`config.mk`:
```
export PLATFORM = sky130hd
export DESIGN_NAME = cdc_hs_src_ctrl_flat
export DESIGN_NICKNAME = d
export VERILOG_FILES = /design/src/rtl/cdc_hs_src_ctrl_if.sv /design/src/rtl/cdc_hs_src_ctrl.sv /design/src/flat_wrapper.sv
export SDC_FILE = /design/constraint.sdc
export NUM_CORES = 1
export LEC_CHECK = 0
export ABC_CLOCK_PERIOD_IN_PS = 1900
export BUFFER_PORTS_ARGS = -buffer_cell sky130_fd_sc_hd__clkbuf_2
export CAP_MARGIN = 20
export CORE_MARGIN = 8
export CORE_UTILIZATION = 40
export CTS_CLUSTER_SIZE = 12
export DETAILED_ROUTE_END_ITERATION = 10
export PLACE_DENSITY = 0.65
export SYNTH_ARGS = -nofsm -noshare
export SYNTH_HDL_FRONTEND = slang
export SYNTH_SLANG_ARGS = --single-unit
export TNS_END_PERCENT = 1
```
`constraint.sdc`:
```
create_clock -name clk_i -period 1.9 [get_ports clk_i]
set_input_delay 0.19 -clock clk_i [delete_from_list [all_inputs] [get_ports clk_i]]
set_output_delay 0.19 -clock clk_i [all_outputs]
set_load 0.05 [all_outputs]
```
`src/rtl/cdc_hs_src_ctrl_if.sv`:
```
// Handshake bundle between the local source, the source controller and the
// destination-domain REQ/ACK wires. Signal suffixes are from the controller's view.
interface cdc_hs_src_ctrl_if #(
    parameter int DATA_WIDTH = 8
);
    logic                  src_valid_i;
    logic [DATA_WIDTH-1:0] src_data_i;
    logic                  src_ready_o;
    logic                  ack_sync_i;
    logic                  err_clr_i;
    logic                  req_out_o;
    logic [DATA_WIDTH-1:0] data_out_o;
    logic                  busy_o;
    logic                  xfer_done_o;
    logic                  timeout_err_o;

    modport slave (
        input  src_valid_i, src_data_i, ack_sync_i, err_clr_i,
        output src_ready_o, req_out_o, data_out_o, busy_o, xfer_done_o, timeout_err_o
    );

    modport master (
        output src_valid_i, src_data_i, ack_sync_i, err_clr_i,
        input  src_ready_o, req_out_o, data_out_o, busy_o, xfer_done_o, timeout_err_o
    );
endinterface

```
`src/rtl/cdc_hs_src_ctrl.sv`:
```
// Source-side controller for a 4-phase REQ/ACK clock-domain crossing, with
// per-phase ACK timeout, sticky error flag and a guarded clear path.
module cdc_hs_src_ctrl #(
    parameter int DATA_WIDTH     = 8,
    parameter int TIMEOUT_CYCLES = 255
) (
    input logic                clk_i,
    input logic                rst_i,
    cdc_hs_src_ctrl_if.slave   bus
);

    localparam int CW = (TIMEOUT_CYCLES < 1) ? 1 : $clog2(TIMEOUT_CYCLES + 1);
    localparam logic [CW-1:0] LIMIT = CW'((TIMEOUT_CYCLES == 0) ? 0 : TIMEOUT_CYCLES - 1);

    typedef enum logic [1:0] {
        IDLE,
        REQ_HI,
        REQ_LO,
        ERR
    } state_t;

    state_t                state_q;
    logic [CW-1:0]         cnt_q;
    logic                  req_q;
    logic [DATA_WIDTH-1:0] data_q;
    logic                  done_q;
    logic                  err_q;
    logic                  timeout_hit;

    // A zero limit parameter disables timeout entirely.
    assign timeout_hit = (TIMEOUT_CYCLES != 0) && (cnt_q == LIMIT);

    // A stale high ACK from a previous transfer must be gone before accepting.
    assign bus.src_ready_o   = (state_q == IDLE) && !bus.ack_sync_i;
    assign bus.busy_o        = (state_q != IDLE);
    assign bus.req_out_o     = req_q;
    assign bus.data_out_o    = data_q;
    assign bus.xfer_done_o   = done_q;
    assign bus.timeout_err_o = err_q;

    always_ff @(posedge clk_i) begin
        if (rst_i) begin
            state_q <= IDLE;
            cnt_q   <= '0;
            req_q   <= 1'b0;
            data_q  <= '0;
            done_q  <= 1'b0;
            err_q   <= 1'b0;
        end else begin
            done_q <= 1'b0;
            unique case (state_q)
                IDLE: begin
                    if (bus.src_valid_i && !bus.ack_sync_i) begin
                        data_q  <= bus.src_data_i;
                        req_q   <= 1'b1;
                        cnt_q   <= '0;
                        state_q <= REQ_HI;
                    end
                end
                REQ_HI: begin
                    // An arriving ACK takes priority over a coincident timeout.
                    if (bus.ack_sync_i) begin
                        req_q   <= 1'b0;
                        cnt_q   <= '0;
                        state_q <= REQ_LO;
                    end else if (timeout_hit) begin
                        req_q   <= 1'b0;
                        err_q   <= 1'b1;
                        state_q <= ERR;
                    end else begin
                        cnt_q <= cnt_q + CW'(1);
                    end
                end
                REQ_LO: begin
                    if (!bus.ack_sync_i) begin
                        done_q  <= 1'b1;
                        state_q <= IDLE;
                    end else if (timeout_hit) begin
                        err_q   <= 1'b1;
                        state_q <= ERR;
                    end else begin
                        cnt_q <= cnt_q + CW'(1);
                    end
                end
                ERR: begin
                    req_q <= 1'b0;
                    if (bus.err_clr_i && !bus.ack_sync_i) begin
                        err_q   <= 1'b0;
                        state_q <= IDLE;
                    end
                end
                default: state_q <= IDLE;
            endcase
        end
    end

endmodule

```
`src/flat_wrapper.sv`:
```
// flat-port wrapper written by rule: the top's interface ports become plain ports
module cdc_hs_src_ctrl_flat 
#(
    parameter int DATA_WIDTH     = 8,
    parameter int TIMEOUT_CYCLES = 255
)
  (clk_i, rst_i, bus_src_valid_i, bus_src_data_i, bus_ack_sync_i, bus_err_clr_i, bus_src_ready_o, bus_req_out_o, bus_data_out_o, bus_busy_o, bus_xfer_done_o, bus_timeout_err_o);
  cdc_hs_src_ctrl_if #(.DATA_WIDTH(DATA_WIDTH)) bus_i ();
  input logic clk_i;
  input logic rst_i;
  input wire logic [$bits(bus_i.src_valid_i)-1:0] bus_src_valid_i;
  input wire logic [$bits(bus_i.src_data_i)-1:0] bus_src_data_i;
  input wire logic [$bits(bus_i.ack_sync_i)-1:0] bus_ack_sync_i;
  input wire logic [$bits(bus_i.err_clr_i)-1:0] bus_err_clr_i;
  output wire logic [$bits(bus_i.src_ready_o)-1:0] bus_src_ready_o;
  output wire logic [$bits(bus_i.req_out_o)-1:0] bus_req_out_o;
  output wire logic [$bits(bus_i.data_out_o)-1:0] bus_data_out_o;
  output wire logic [$bits(bus_i.busy_o)-1:0] bus_busy_o;
  output wire logic [$bits(bus_i.xfer_done_o)-1:0] bus_xfer_done_o;
  output wire logic [$bits(bus_i.timeout_err_o)-1:0] bus_timeout_err_o;
  assign bus_i.src_valid_i = bus_src_valid_i;
  assign bus_i.src_data_i = bus_src_data_i;
  assign bus_i.ack_sync_i = bus_ack_sync_i;
  assign bus_i.err_clr_i = bus_err_clr_i;
  assign bus_src_ready_o = bus_i.src_ready_o;
  assign bus_req_out_o = bus_i.req_out_o;
  assign bus_data_out_o = bus_i.data_out_o;
  assign bus_busy_o = bus_i.busy_o;
  assign bus_xfer_done_o = bus_i.xfer_done_o;
  assign bus_timeout_err_o = bus_i.timeout_err_o;
  cdc_hs_src_ctrl #(.DATA_WIDTH(DATA_WIDTH), .TIMEOUT_CYCLES(TIMEOUT_CYCLES)) u_core (.clk_i(clk_i), .rst_i(rst_i), .bus(bus_i));
endmodule
```
==> results.rst <==
.. list-table::
   :header-rows: 1

   * - Metric
     - Value
   * - First-pass GRT wire length
     - 4.89 mm
   * - Floorplan die area
     - 4850 um2
   * - Worst setup path startpoint
     - u_core.state_q[0]
   * - I/O pin count
     - 26
   * - Placement Cell Area
     - 1320 um2
   * - Hold crit path type
     - in -> reg
   * - Number of setup buffers added after CTS
     - 0
   * - Area of the core region
     - 2760 um2
   * - Routed vias
     - 1,102
   * - Share of the synthesized area in compound gates (AO/OA/AOI/OAI)
     - 26.4%
   * - Routed wire length
     - 2.82 mm
   * - Antenna cell count
     - 0
   * - Remaining antenna violation count
     - 0
   * - Die span in x
     - 69.7 um
   * - Via count of the first global-routing pass
     - 1,150
   * - Initial antenna violation count
     - 0
   * - WHS Endpoint
     - u_core.bus.data_out_o[2]
   * - Clock Skews
     - 0.00641 ns
   * - Clock H-tree levels
     - 1
   * - Share of synthesized area occupied by flip-flops and latches
     - 36.5%
   * - Type of element launching the critical path
     - flop
   * - Synthesized-area fraction occupied by and/or/nand/nor cells
     - 23.5%
   * - Arithmetic-cell share of the synthesized area counting full adders, half adders and majority gates
     - 7.60%
   * - Setup crit end kind
     - flop
   * - Number of enable-type register cells in the synthesized netlist
     - 0
   * - Overall track demand over capacity in global routing
     - 11.6%
   * - Initial cell density of the core
     - 41.8%
   * - Final setup vio count
     - 0
   * - Start-to-end type of the worst setup path
     - reg -> reg
   * - Outcome
     - completed
   * - Clock root buffer
     - sky130_fd_sc_hd__clkbuf_4
   * - Synthesized-area fraction occupied by xor and xnor cells
     - 0%
   * - Final net count
     - 184
   * - RSZ-0062 raised after global routing
     - true
   * - Most frequently used flop master after synthesis
     - sky130_fd_sc_hd__dfxtp_1
   * - Clock latency on the worst-skew pair
     - 0.30 ns
   * - HPWL Detailed
     - 2.11 mm
   * - Share of synthesized flip-flops with an asynchronous set or reset
     - 0%
   * - Final Wtd Congestion
     - 0.855
   * - Count of hold buffers inserted by post-cts repair
     - 0
   * - Worst-case reg-to-reg path depth
     - 6
   * - Die boundary height
     - 69.7 um
   * - Post-Synthesis Net Count
     - 156
   * - Pre-CTS setup slack
     - 0.0846 ns
   * - Worst flop-to-flop path startpoint
     - u_core.state_q[0]
   * - Average wire per standard cell
     - 14.6 um
   * - Overall overflow remaining after global route
     - 0
   * - Maximum number of pins on one net before global-route repair
     - 21
   * - Hold path depth
     - 3
   * - Final hold violation count
     - 0
   * - Area delta synth->final
     - 18.6%
   * - Leakage power
     - 0.554 nW
   * - DR pass1 iterations
     - 4
   * - TritonCTS clock tree
     - yes
   * - Worst-case clock buffer depth
     - 2
   * - Worst slew margin relative to its limit
     - 70.0%
   * - Mapped Avg Cell Area
     - 8.47 um2
   * - Vias/cell
     - 5.68
   * - Site row count
     - 19
   * - # Max-Cap Violations
     - 0
   * - Sinks on Clock Net
     - 21
   * - Required arrival time at the worst endpoint
     - 2.13 ns
   * - Violation count after the first detailed-routing iteration
     - 94
   * - Max Freq
     - 0.556 GHz
   * - Number of register bits inferred by synthesis
     - 21
   * - Setup slack of the most critical reg-to-reg path
     - 0.10 ns
   * - Max-slew violation count
     - 0
   * - Clock buffer count from CTS
     - 3
   * - Capture point of the worst reg-to-reg path
     - u_core.cnt_q[1]
   * - Synthesis Warnings
     - 0
   * - Number of instances in the synthesized netlist
     - 136
   * - Clock edge transition at the registers on the reported setup and hold paths
     - 0.12 ns
   * - Mux contribution to synthesized area
     - 0.869%
   * - Area of all placed cells without fillers
     - 1370 um2
   * - Final worst-path cycle share
     - 94.7%
   * - Worst min-delay path startpoint
     - bus_src_data_i[2]
   * - # port buffers
     - 25
   * - Worst endpoint data arrival time
     - 2.03 ns
   * - Fraction of final layout cells sized beyond drive strength 1
     - 25.2%
   * - Count of unique library cells instantiated by Yosys
     - 40
   * - Worst-path maximum fanout
     - 6
   * - Post-layout minimum cycle time
     - 1.80 ns
   * - Peak supply drop
     - 0.000485 V
   * - Residual DRC count
     - 0
   * - Cell area after technology mapping
     - 1150 um2
   * - Smallest setup slack after layout
     - 0.100 ns
   * - Slew @ Worst Pin
     - 0.449 ns
   * - Power density cells
     - 697 nW/um2
   * - Dominant combinational cell family by area after synthesis
     - compound AO/OA/AOI/OAI gates
[state kept, by name, indices dropped and copies added, names as in the netlist]
| name | cells |
|---|---|
| u_core.bus.data_out_o | 8 |
| u_core.state_q | 2 |
| u_core.bus.req_out_o | 1 |
| u_core.bus.xfer_done_o | 1 |
| u_core.cnt_q | 8 |
| u_core.bus.timeout_err_o | 1 |
[kinds of logic (layout without fill, tap and decap cells)]
kind of cell / after synthesis / after routing
and+or+nand+nor: 48 / 48
AOI/OAI and AO/OA: 45 / 45
DFF: 21 / 21
buffers and inverters: 14 / 41
adders and majority gates: 7 / 7
muxes: 1 / 1
[synthesized netlist by cell type (2+ instances only)]
cell type                   n  share of area [%]
sky130_fd_sc_hd__inv_1      7                2.3
sky130_fd_sc_hd__a21oi_1   19                8.3
sky130_fd_sc_hd__clkbuf_1   3               0.98
sky130_fd_sc_hd__nand3_1   12                5.2
sky130_fd_sc_hd__nor2b_1    2                1.1
sky130_fd_sc_hd__nor3_1     4                1.7
sky130_fd_sc_hd__dfxtp_1   21                 36
sky130_fd_sc_hd__nand2_1   13                4.2
sky130_fd_sc_hd__a211oi_2   2                2.2
sky130_fd_sc_hd__nor2_1     3               0.98
sky130_fd_sc_hd__a31oi_1    3                1.6
sky130_fd_sc_hd__buf_2      3                1.3
sky130_fd_sc_hd__ha_1       7                7.6
sky130_fd_sc_hd__o21ai_0    2               0.87
sky130_fd_sc_hd__and2_1     2                1.1
sky130_fd_sc_hd__and3_1     2                1.1
sky130_fd_sc_hd__nand2b_1   4                2.2
sky130_fd_sc_hd__a211oi_1   4                2.6
sky130_fd_sc_hd__a21o_1     2                1.3
[layout by cell type (no fill, tap or decap), types with 3 or more instances in the layout]
| cell type | count |
|---|---|
| sky130_fd_sc_hd__a211oi_2 | 3 |
| sky130_fd_sc_hd__buf_4 | 5 |
| sky130_fd_sc_hd__nand2b_1 | 4 |
| sky130_fd_sc_hd__nor3_1 | 4 |
| sky130_fd_sc_hd__clkbuf_2 | 23 |
| sky130_fd_sc_hd__nor2_1 | 3 |
| sky130_fd_sc_hd__a211oi_1 | 3 |
| sky130_fd_sc_hd__clkbuf_4 | 4 |
| sky130_fd_sc_hd__a21oi_1 | 19 |
| sky130_fd_sc_hd__nand2_1 | 13 |
| sky130_fd_sc_hd__dfxtp_1 | 21 |
| sky130_fd_sc_hd__nand3_1 | 12 |
| sky130_fd_sc_hd__ha_1 | 7 |
| sky130_fd_sc_hd__inv_1 | 7 |
| sky130_fd_sc_hd__a31oi_1 | 3 |
[per-stage QoR]
step                      utilization [%]  instances  total power [mW]  hold slack, ns  TNS (ns)
after global placement               47.9        190             0.730           0.428         0
final                                49.5        194             0.952           0.107         0
after CTS                            48.9        194             0.952          0.0948         0
after detailed placement             47.9        190             0.735           0.434         0
after floorplan                         -        136             0.664           0.338         0
after global routing                 49.5        194             0.997          0.0950   -0.0251
[worst max-delay path by stage]
stage / to / slack (ns) / depth (start not counted)
floorplan: u_core.state_q[0] / 0.21 / 6
finish: u_core.cnt_q[1] / 0.10 / 6
detailed placement: u_core.cnt_q[0] / 0.08 / 6
CTS: bus_src_ready_o / 0.02 / 5
global route: u_core.cnt_q[1] / -0.03 / 6
global placement: u_core.cnt_q[4] / 0.20 / 7
[area by class of cell]
| cell class | instances | area, um2 |
|---|---|---|
| fill | 277 | 1390 |
| multi-input combinational | 101 | 683 |
| sequential | 21 | 420 |
| timing repair buffer | 30 | 171 |
| tap | 31 | 38.8 |
| clock buffer | 4 | 26.3 |
| inverter | 7 | 26.3 |
[critical path: stages, from the launching register on]
cell and delay (ns):
sky130_fd_sc_hd__dfxtp_1 0.39, sky130_fd_sc_hd__inv_1 0.11, sky130_fd_sc_hd__ha_1 0.22, sky130_fd_sc_hd__nor2b_4 0.14
sky130_fd_sc_hd__a211o_1 0.35, sky130_fd_sc_hd__or3_1 0.37, sky130_fd_sc_hd__a21oi_1 0.15
[metal layers]
metal / wire length [um] / GRT usage (%) / vias to the layer above
li1: - / - / 554
met5: 0 / 0 / -
met4: 30 / 5.36 / 0
met3: 97 / 2.29 / 4
met1: 1310 / 13.5 / 513
met2: 1380 / 20.0 / 31
[report_power, final]
| group | total (mW) | leakage, nW | switching, mW | internal, mW |
|---|---|---|---|---|
| registers | 0.468 | 0.170 | 0.0107 | 0.457 |
| clock network | 0.215 | 0.0150 | 0.133 | 0.0818 |
| logic | 0.269 | 0.368 | 0.180 | 0.0895 |
| total | 0.952 | 0.554 | 0.324 | 0.628 |
[timing repair]
item,4_1_cts,5_1_grt
hold endpoints to repair,0,0
resized for setup,1,7
setup endpoints to repair,1,10
(Power assumes the default switching activity.)
